$ cat config.mk
export PLATFORM = sky130hd
export DESIGN_NAME = serial_addsub
export DESIGN_NICKNAME = d
export VERILOG_FILES = /design/src/rtl/serial_addsub.sv
export SDC_FILE = /design/constraint.sdc
export NUM_CORES = 1
export LEC_CHECK = 0
export BUFFER_PORTS_ARGS = -buffer_cell sky130_fd_sc_hd__clkbuf_2
export CAP_MARGIN = 10
export CORE_ASPECT_RATIO = 2
export CORE_UTILIZATION = 59
export DETAILED_ROUTE_END_ITERATION = 8
export HOLD_SLACK_MARGIN = 0.02
export PLACE_DENSITY = 0.85
export SYNTH_ARGS = -nofsm -noshare
export SYNTH_HDL_FRONTEND = slang
export SYNTH_SLANG_ARGS = --single-unit
$ cat constraint.sdc
create_clock -name clk -period 3 [get_ports clk]
set_clock_uncertainty 0.15 [all_clocks]
set_input_delay 0.3 -clock clk [delete_from_list [all_inputs] [get_ports clk]]
set_output_delay 0.3 -clock clk [all_outputs]
set_load 0.05 [all_outputs]
$ cat src/rtl/serial_addsub.sv
// Bit-serial adder/subtractor: one full-adder cell, LSB first, one bit per clock.
// Subtract feeds ~B into the cell and seeds the carry with 1 (A + ~B + 1).
module bAdd (
  input  logic x_i,
  input  logic y_i,
  input  logic c_i,
  output logic s_o,
  output logic c_o
);
  assign s_o = x_i ^ y_i ^ c_i;
  assign c_o = (x_i & y_i) | (x_i & c_i) | (y_i & c_i);
endmodule

module serial_addsub #(
  parameter int WIDTH = 8
) (
  input  logic             clk,
  input  logic             rst,
  input  logic             start,
  input  logic             op,
  input  logic [WIDTH-1:0] a,
  input  logic [WIDTH-1:0] b,
  output logic             busy,
  output logic             done,
  output logic [WIDTH-1:0] result,
  output logic             cb,
  output logic             ovf
);
  localparam int CW = $clog2(WIDTH) + 1;

  localparam logic [1:0] S_IDLE = 2'd0;
  localparam logic [1:0] S_RUN  = 2'd1;
  localparam logic [1:0] S_DONE = 2'd2;

  logic [1:0]       state_q, state_d;
  logic [WIDTH-1:0] a_q, a_d, b_q, b_d;
  logic [WIDTH-1:0] sh_q, sh_d, res_q, res_d;
  logic             op_q, op_d, carry_q, carry_d;
  logic             cb_q, cb_d, ovf_q, ovf_d;
  logic [CW-1:0]    cnt_q, cnt_d;
  logic             sum_bit, c_out, last_bit;

  bAdd u_cell (
    .x_i (a_q[0]),
    .y_i (b_q[0] ^ op_q),
    .c_i (carry_q),
    .s_o (sum_bit),
    .c_o (c_out)
  );

  assign last_bit = (cnt_q == CW'(WIDTH - 1));

  always_comb begin
    state_d = state_q;
    a_d     = a_q;
    b_d     = b_q;
    sh_d    = sh_q;
    res_d   = res_q;
    op_d    = op_q;
    carry_d = carry_q;
    cb_d    = cb_q;
    ovf_d   = ovf_q;
    cnt_d   = cnt_q;
    case (state_q)
      S_IDLE: begin
        if (start) begin
          a_d     = a;
          b_d     = b;
          op_d    = op;
          carry_d = op;
          sh_d    = '0;
          cnt_d   = '0;
          state_d = S_RUN;
        end
      end
      S_RUN: begin
        a_d     = a_q >> 1;
        b_d     = b_q >> 1;
        sh_d    = {sum_bit, sh_q[WIDTH-1:1]};
        carry_d = c_out;
        cnt_d   = cnt_q + 1'b1;
        // The visible result only changes once all bits are in; the MSB's
        // carry-in is still in carry_q here, which gives the signed overflow.
        if (last_bit) begin
          res_d   = {sum_bit, sh_q[WIDTH-1:1]};
          cb_d    = c_out ^ op_q;
          ovf_d   = carry_q ^ c_out;
          state_d = S_DONE;
        end
      end
      S_DONE:  state_d = S_IDLE;
      default: state_d = S_IDLE;
    endcase
  end

  always_ff @(posedge clk) begin
    if (rst) begin
      state_q <= S_IDLE;
      a_q     <= '0;
      b_q     <= '0;
      sh_q    <= '0;
      res_q   <= '0;
      op_q    <= 1'b0;
      carry_q <= 1'b0;
      cb_q    <= 1'b0;
      ovf_q   <= 1'b0;
      cnt_q   <= '0;
    end else begin
      state_q <= state_d;
      a_q     <= a_d;
      b_q     <= b_d;
      sh_q    <= sh_d;
      res_q   <= res_d;
      op_q    <= op_d;
      carry_q <= carry_d;
      cb_q    <= cb_d;
      ovf_q   <= ovf_d;
      cnt_q   <= cnt_d;
    end
  end

  assign busy   = (state_q == S_RUN);
  assign done   = (state_q == S_DONE);
  assign result = res_q;
  assign cb     = cb_q;
  assign ovf    = ovf_q;
endmodule

Word level (Yosys, flattened, before mapping)
Cells that the tools add are included.
{"block": "word_totals", "reg_bits": 42, "in_bits": 20, "out_inout_bits": 12, "word_cells": 45}
{"block": "classes", "addsub": 1, "n_eq_ne": 5, "n_mux": 13, "bitwise_logic": 10, "n_reduce_logical": 6}
{"cell": "$pmux 8 s2", "count": 3}
{"cell": "$mux 8", "count": 3}
{"cell": "$pmux 4 s2", "count": 1}
{"cell": "$reduce_and 2->1", "count": 4}
{"cell": "$xor 1x1->1", "count": 5}
{"cell": "$add 4x1->4 const B", "count": 1}
{"cell": "$eq 4x3->1 const B", "count": 1}
{"cell": "$mux 2", "count": 2}
{"cell": "$mux 4", "count": 1}
{"cell": "$pmux 2 s2", "count": 1}
{"cell": "$and 1x1->1", "count": 3}
{"cell": "$eq 2x1->1 const B", "count": 1}
{"cell": "$eq 2x2->1 const B", "count": 1}
{"cell": "$logic_not 2->1", "count": 1}
{"cell": "$ne 2x1->1 const B", "count": 1}
{"cell": "$ne 2x2->1 const B", "count": 1}
{"cell": "$or 1x1->1", "count": 2}
{"cell": "$pmux 1 s2", "count": 1}
{"cell": "$reduce_bool 2->1", "count": 1}
{"cell": "$mux 1", "count": 1}

Longest topological paths before layout
{"block": "logic_depth", "depth_word": 5, "ltp_mapped": 5, "mapped_depth_nobuf": 5}

By module
A second synthesis with hierarchy kept.
{"block": "unflattened", "cells_unflattened": 204, "hier_area_um2": 1762.9}
{"module": "serial_addsub", "n_inst": 1, "cells_each": 203, "area_each_um2": 1742.9, "seq_area_each_um2": 820.8}
{"module": "bAdd", "n_inst": 1, "cells_each": 1, "area_each_um2": 20.0, "seq_area_each_um2": 0.0}

Worst setup path after synthesis
OpenSTA, ideal clock, no wires.
{"block": "synth_timing", "path_type": "register to output", "from": "register state_q[1]", "to": "output port done", "arrival_time_ns": 1.383, "t_required_ns": 2.550, "path_slack_ns": 1.167, "stages_incl_launch_ff": 4, "path_buffers": 1, "cell_sequence": "dfxtp_1 inv_2 buf_2 nor2_1"}
{"block": "synth_via", "elab_chain_cells": 1}
{"element": "from (decl)", "line": "35", "rtl": "logic [1:0] state_q, state_d;"}
{"element": "from (signal assigned)", "line": "109", "rtl": "state_q <= state_d;"}
{"element": "$eq 2x2->1", "line": "123", "rtl": "assign done = (state_q == S_DONE);"}
{"element": "to (decl)", "line": "24", "rtl": "output logic done,"}
No other way between the ends.

Final worst setup path
{"block": "layout_timing", "from": "register state_q[0]", "to": "output port busy"}
{"block": "layout_via", "elab_chain_cells": 1}
{"element": "$eq 2x1->1", "line": "122", "rtl": "assign busy = (state_q == S_RUN);"}
{"element": "to (decl)", "line": "23", "rtl": "output logic busy,"}
No other way between the ends.

==> flow_summary.ini <==
[clock_network]
cts_resized = 0
clk_latency_ps = 290
clock_path_buffers = 2
cts_tree = built
cts.htree.levels = 2
cts_hold_buf = 0
clock_sink_count = 41
cts_setup_buffers = 0
clock_tree.root_cell = sky130_fd_sc_hd__clkbuf_8
cts.reportedPaths.clkPinSlew_ps = 70
cts_inserted_buffers = 5

[synth]
cell_taking_the_most_area_after_synthesis = sky130_fd_sc_hd__dfxtp_1
synth_compound_gate_area_share_pct = 29.0
synth_seq_cells = 41
synth_fa_ha_area_share_pct = 1.75
yosys-top-cells-area = sky130_fd_sc_hd__dfxtp_1 (44%), sky130_fd_sc_hd__a221oi_2 (6.5%), sky130_fd_sc_hd__a22o_1 (5.7%)
synthDistinctLibCells = 36
post_synth.cell_area_avg_sq_um = 9.43
yosys.area_share.xor_xnor_pct = 1.41
synth-simple-area-share_pct = 13.1
synthesis.yosys.warnings = 0
synth_fp_nets = 219
cell_area_after_synthesis_sq_um = 1860
share_of_synthesized_area_spent_on_multiplexers_pct = 1.08
synth_seq_area_share_pct = 44.2
netlist.area_leader.share_pct = 44.2
syn_inst = 197
synth_top_family_by_area = compound AO/OA/AOI/OAI gates

[pwr]
p_per_area_nw_per_um2 = 531
max-vdd-ir-drop_mv = 0.429
p_leak_uw = 0.000835

[sta]
drv_slew = 0
report.final.setup_viol = 0
period_share_pct = 73.4
worst-slew-pin-transition_ps = 796
grt_setup_unrepaired = false
worst_slew_margin_rel_pct = 47.0
fin_crit_ps = 2200
fin_setup_tns_ps = 0
finalHoldViolCount = 0
fmaxAchievable_ghz = 0.454

[worst_setup_path]
worstReg2RegStart = state_q[0]
worst-setup-path-type = register to output port
crit_required_ps = 2550
worstSetupEndpointType = output port
arrival_ps = 1750
worstRegToRegCells = 3
start_kind = register
worst-path-max-fanout = 25
regToRegEndpoint = a_q[3]
startpoint = state_q[0]
rrSetupSlack_ps = 1210

[global_route]
antenna_found_initial = 0
grt_first_pass_wirelength_um = 6770
grt_start_max_net_pins = 38
grt.overflow.total = 0
gr-usage-all-layers_pct = 26.1
grt_pass1_vias = 1518

[min_path]
min_from = a[0]
holdCritPathClass = input pin to register
worst_hold_path.endpoint = a_q[0]
whs_path_depth = 3

[routing]
initialDrtViolationCount = 28
route.vias.total = 1538
ant_nets = 0
route.detailed.wl_per_inst_um = 15.7
finalWirelength_um = 3960
detail_route.drc_violations = 0
routed_via_density = 6.10
drt_first_pass_iters = 4

[floorplan]
floorplan.die.height_um = 81.4
floorplan.core_area_sq_um = 2980
die_w_um = 41.7
start_util_pct = 62.4
io_pins = 32
placement_rows = 28
die-area_sq_um = 3390

[placement]
place.gp.congestion = 0.866
place_hpwl_um = 2700
numPortBuffers = 31
dpl_cell_area_sq_um = 1960
dp.cells = 245

[final_layout]
final_cell_count_without_fillers = 252
post-route-cell-area_sq_um = 2040
antenna_cells_inserted = 0
nNetsFinal = 244
final_layout_size_suffix_gt1_share_pct = 24.3
layout-area-overhead-vs-synth_pct = 9.97

[run_status]
outcome = finished, final reports clean

[flow_run]
cap_violations = 0
==> logic make-up after synthesis <==
family                     after synthesis
buffers and inverters                   33
adders and majority gates                2
and+or+nand+nor                         48
DFF                                     41
xor gates and xnor gates                 3
muxes                                    2
AOI/OAI and AO/OA                       68
==> cell usage after synthesis, drive strengths merged <==
| cell | count |
|---|---|
| a211oi | 1 |
| a21oi | 16 |
| a221oi | 10 |
| a22o | 12 |
| a22oi | 9 |
| a2bb2oi | 1 |
| a311oi | 1 |
| a31oi | 1 |
| and4b | 1 |
| buf | 13 |
| clkbuf | 2 |
| dfxtp | 41 |
| fa | 1 |
| ha | 1 |
| inv | 18 |
| mux2i | 2 |
| nand2 | 4 |
| nand2b | 2 |
| nand3 | 11 |
| nand4b | 1 |
| nor2 | 25 |
| nor3 | 2 |
| nor3b | 1 |
| o21ai | 12 |
| o21ba | 1 |
| o21bai | 1 |
| o221ai | 2 |
| o32a | 1 |
| or3 | 1 |
| xnor2 | 3 |
==> sequential cells by signal, summed over array words and instances, names as in the netlist <==
| signal | cells |
|---|---|
| ovf | 1 |
| b_q | 8 |
| state_q | 2 |
| a_q | 8 |
| op_q | 1 |
| cnt_q | 4 |
| result | 8 |
| sh_q | 7 |
| cb | 1 |
| carry_q | 1 |
==> where the power goes <==
part           switching (uW)  internal [uW]  total (uW)
Sequential               14.1            569         583
Clock                     173            182         356
Combinational            81.2           64.2         145
==> per-layer routing <==
layer	GRT usage [%]	vias up	wire length, um
met3	4.44	10	163
li1	-	753	-
met4	13.2	0	123
met5	0	-	0
met2	48.1	42	2140
met1	27.8	733	1530
==> cells in the final DEF (no fill, tap or decap), types with 3 or more instances in the layout <==
cell,netlist,routed
sky130_fd_sc_hd__a21oi_1,16,16
sky130_fd_sc_hd__a221oi_2,8,8
sky130_fd_sc_hd__a22o_1,12,12
sky130_fd_sc_hd__a22oi_1,9,9
sky130_fd_sc_hd__clkbuf_2,0,31
sky130_fd_sc_hd__clkbuf_8,0,6
sky130_fd_sc_hd__dfxtp_1,41,41
sky130_fd_sc_hd__inv_1,16,16
sky130_fd_sc_hd__nand2_1,4,4
sky130_fd_sc_hd__nand3_1,11,11
sky130_fd_sc_hd__nor2_1,25,25
sky130_fd_sc_hd__o21ai_0,12,12
sky130_fd_sc_hd__xnor2_1,3,3
==> final cells by class <==
| cell class | instances | area, sq um |
|---|---|---|
| clock buffer | 7 | 86.3 |
| fill | 259 | 935 |
| inverter | 18 | 67.6 |
| multi-input combinational | 123 | 861 |
| sequential | 41 | 821 |
| tap | 30 | 37.5 |
| timing repair buffer | 33 | 170 |
==> worst max-delay path: stages (launching register included) <==
cell	delay [ps]
sky130_fd_sc_hd__dfxtp_1	520
sky130_fd_sc_hd__buf_4	370
sky130_fd_sc_hd__nand2b_4	110
sky130_fd_sc_hd__inv_2	150
sky130_fd_sc_hd__clkbuf_2	310
==> metrics by stage <==
step	util, %	setup slack (ps)	total power [uW]	hold WS, ps
floorplan	-	1170	712	278
global route	68.6	690	1130	101
CTS	68.6	795	1090	80.7
global placement	65.7	1160	735	306
detailed placement	65.7	1110	739	312
finish	68.6	797	1080	89.3
==> how the worst max path moves through the flow <==
stage | endpoint | slack [ps] | depth (start not counted)
2_1_floorplan | done | 1170 | 3
3_3_place_gp | busy | 1160 | 4
3_5_place_dp | busy | 1110 | 4
4_1_cts | busy | 790 | 4
5_1_grt | busy | 690 | 4
6_report | busy | 800 | 4
Note: power is estimated with default switching activity, not from simulation.
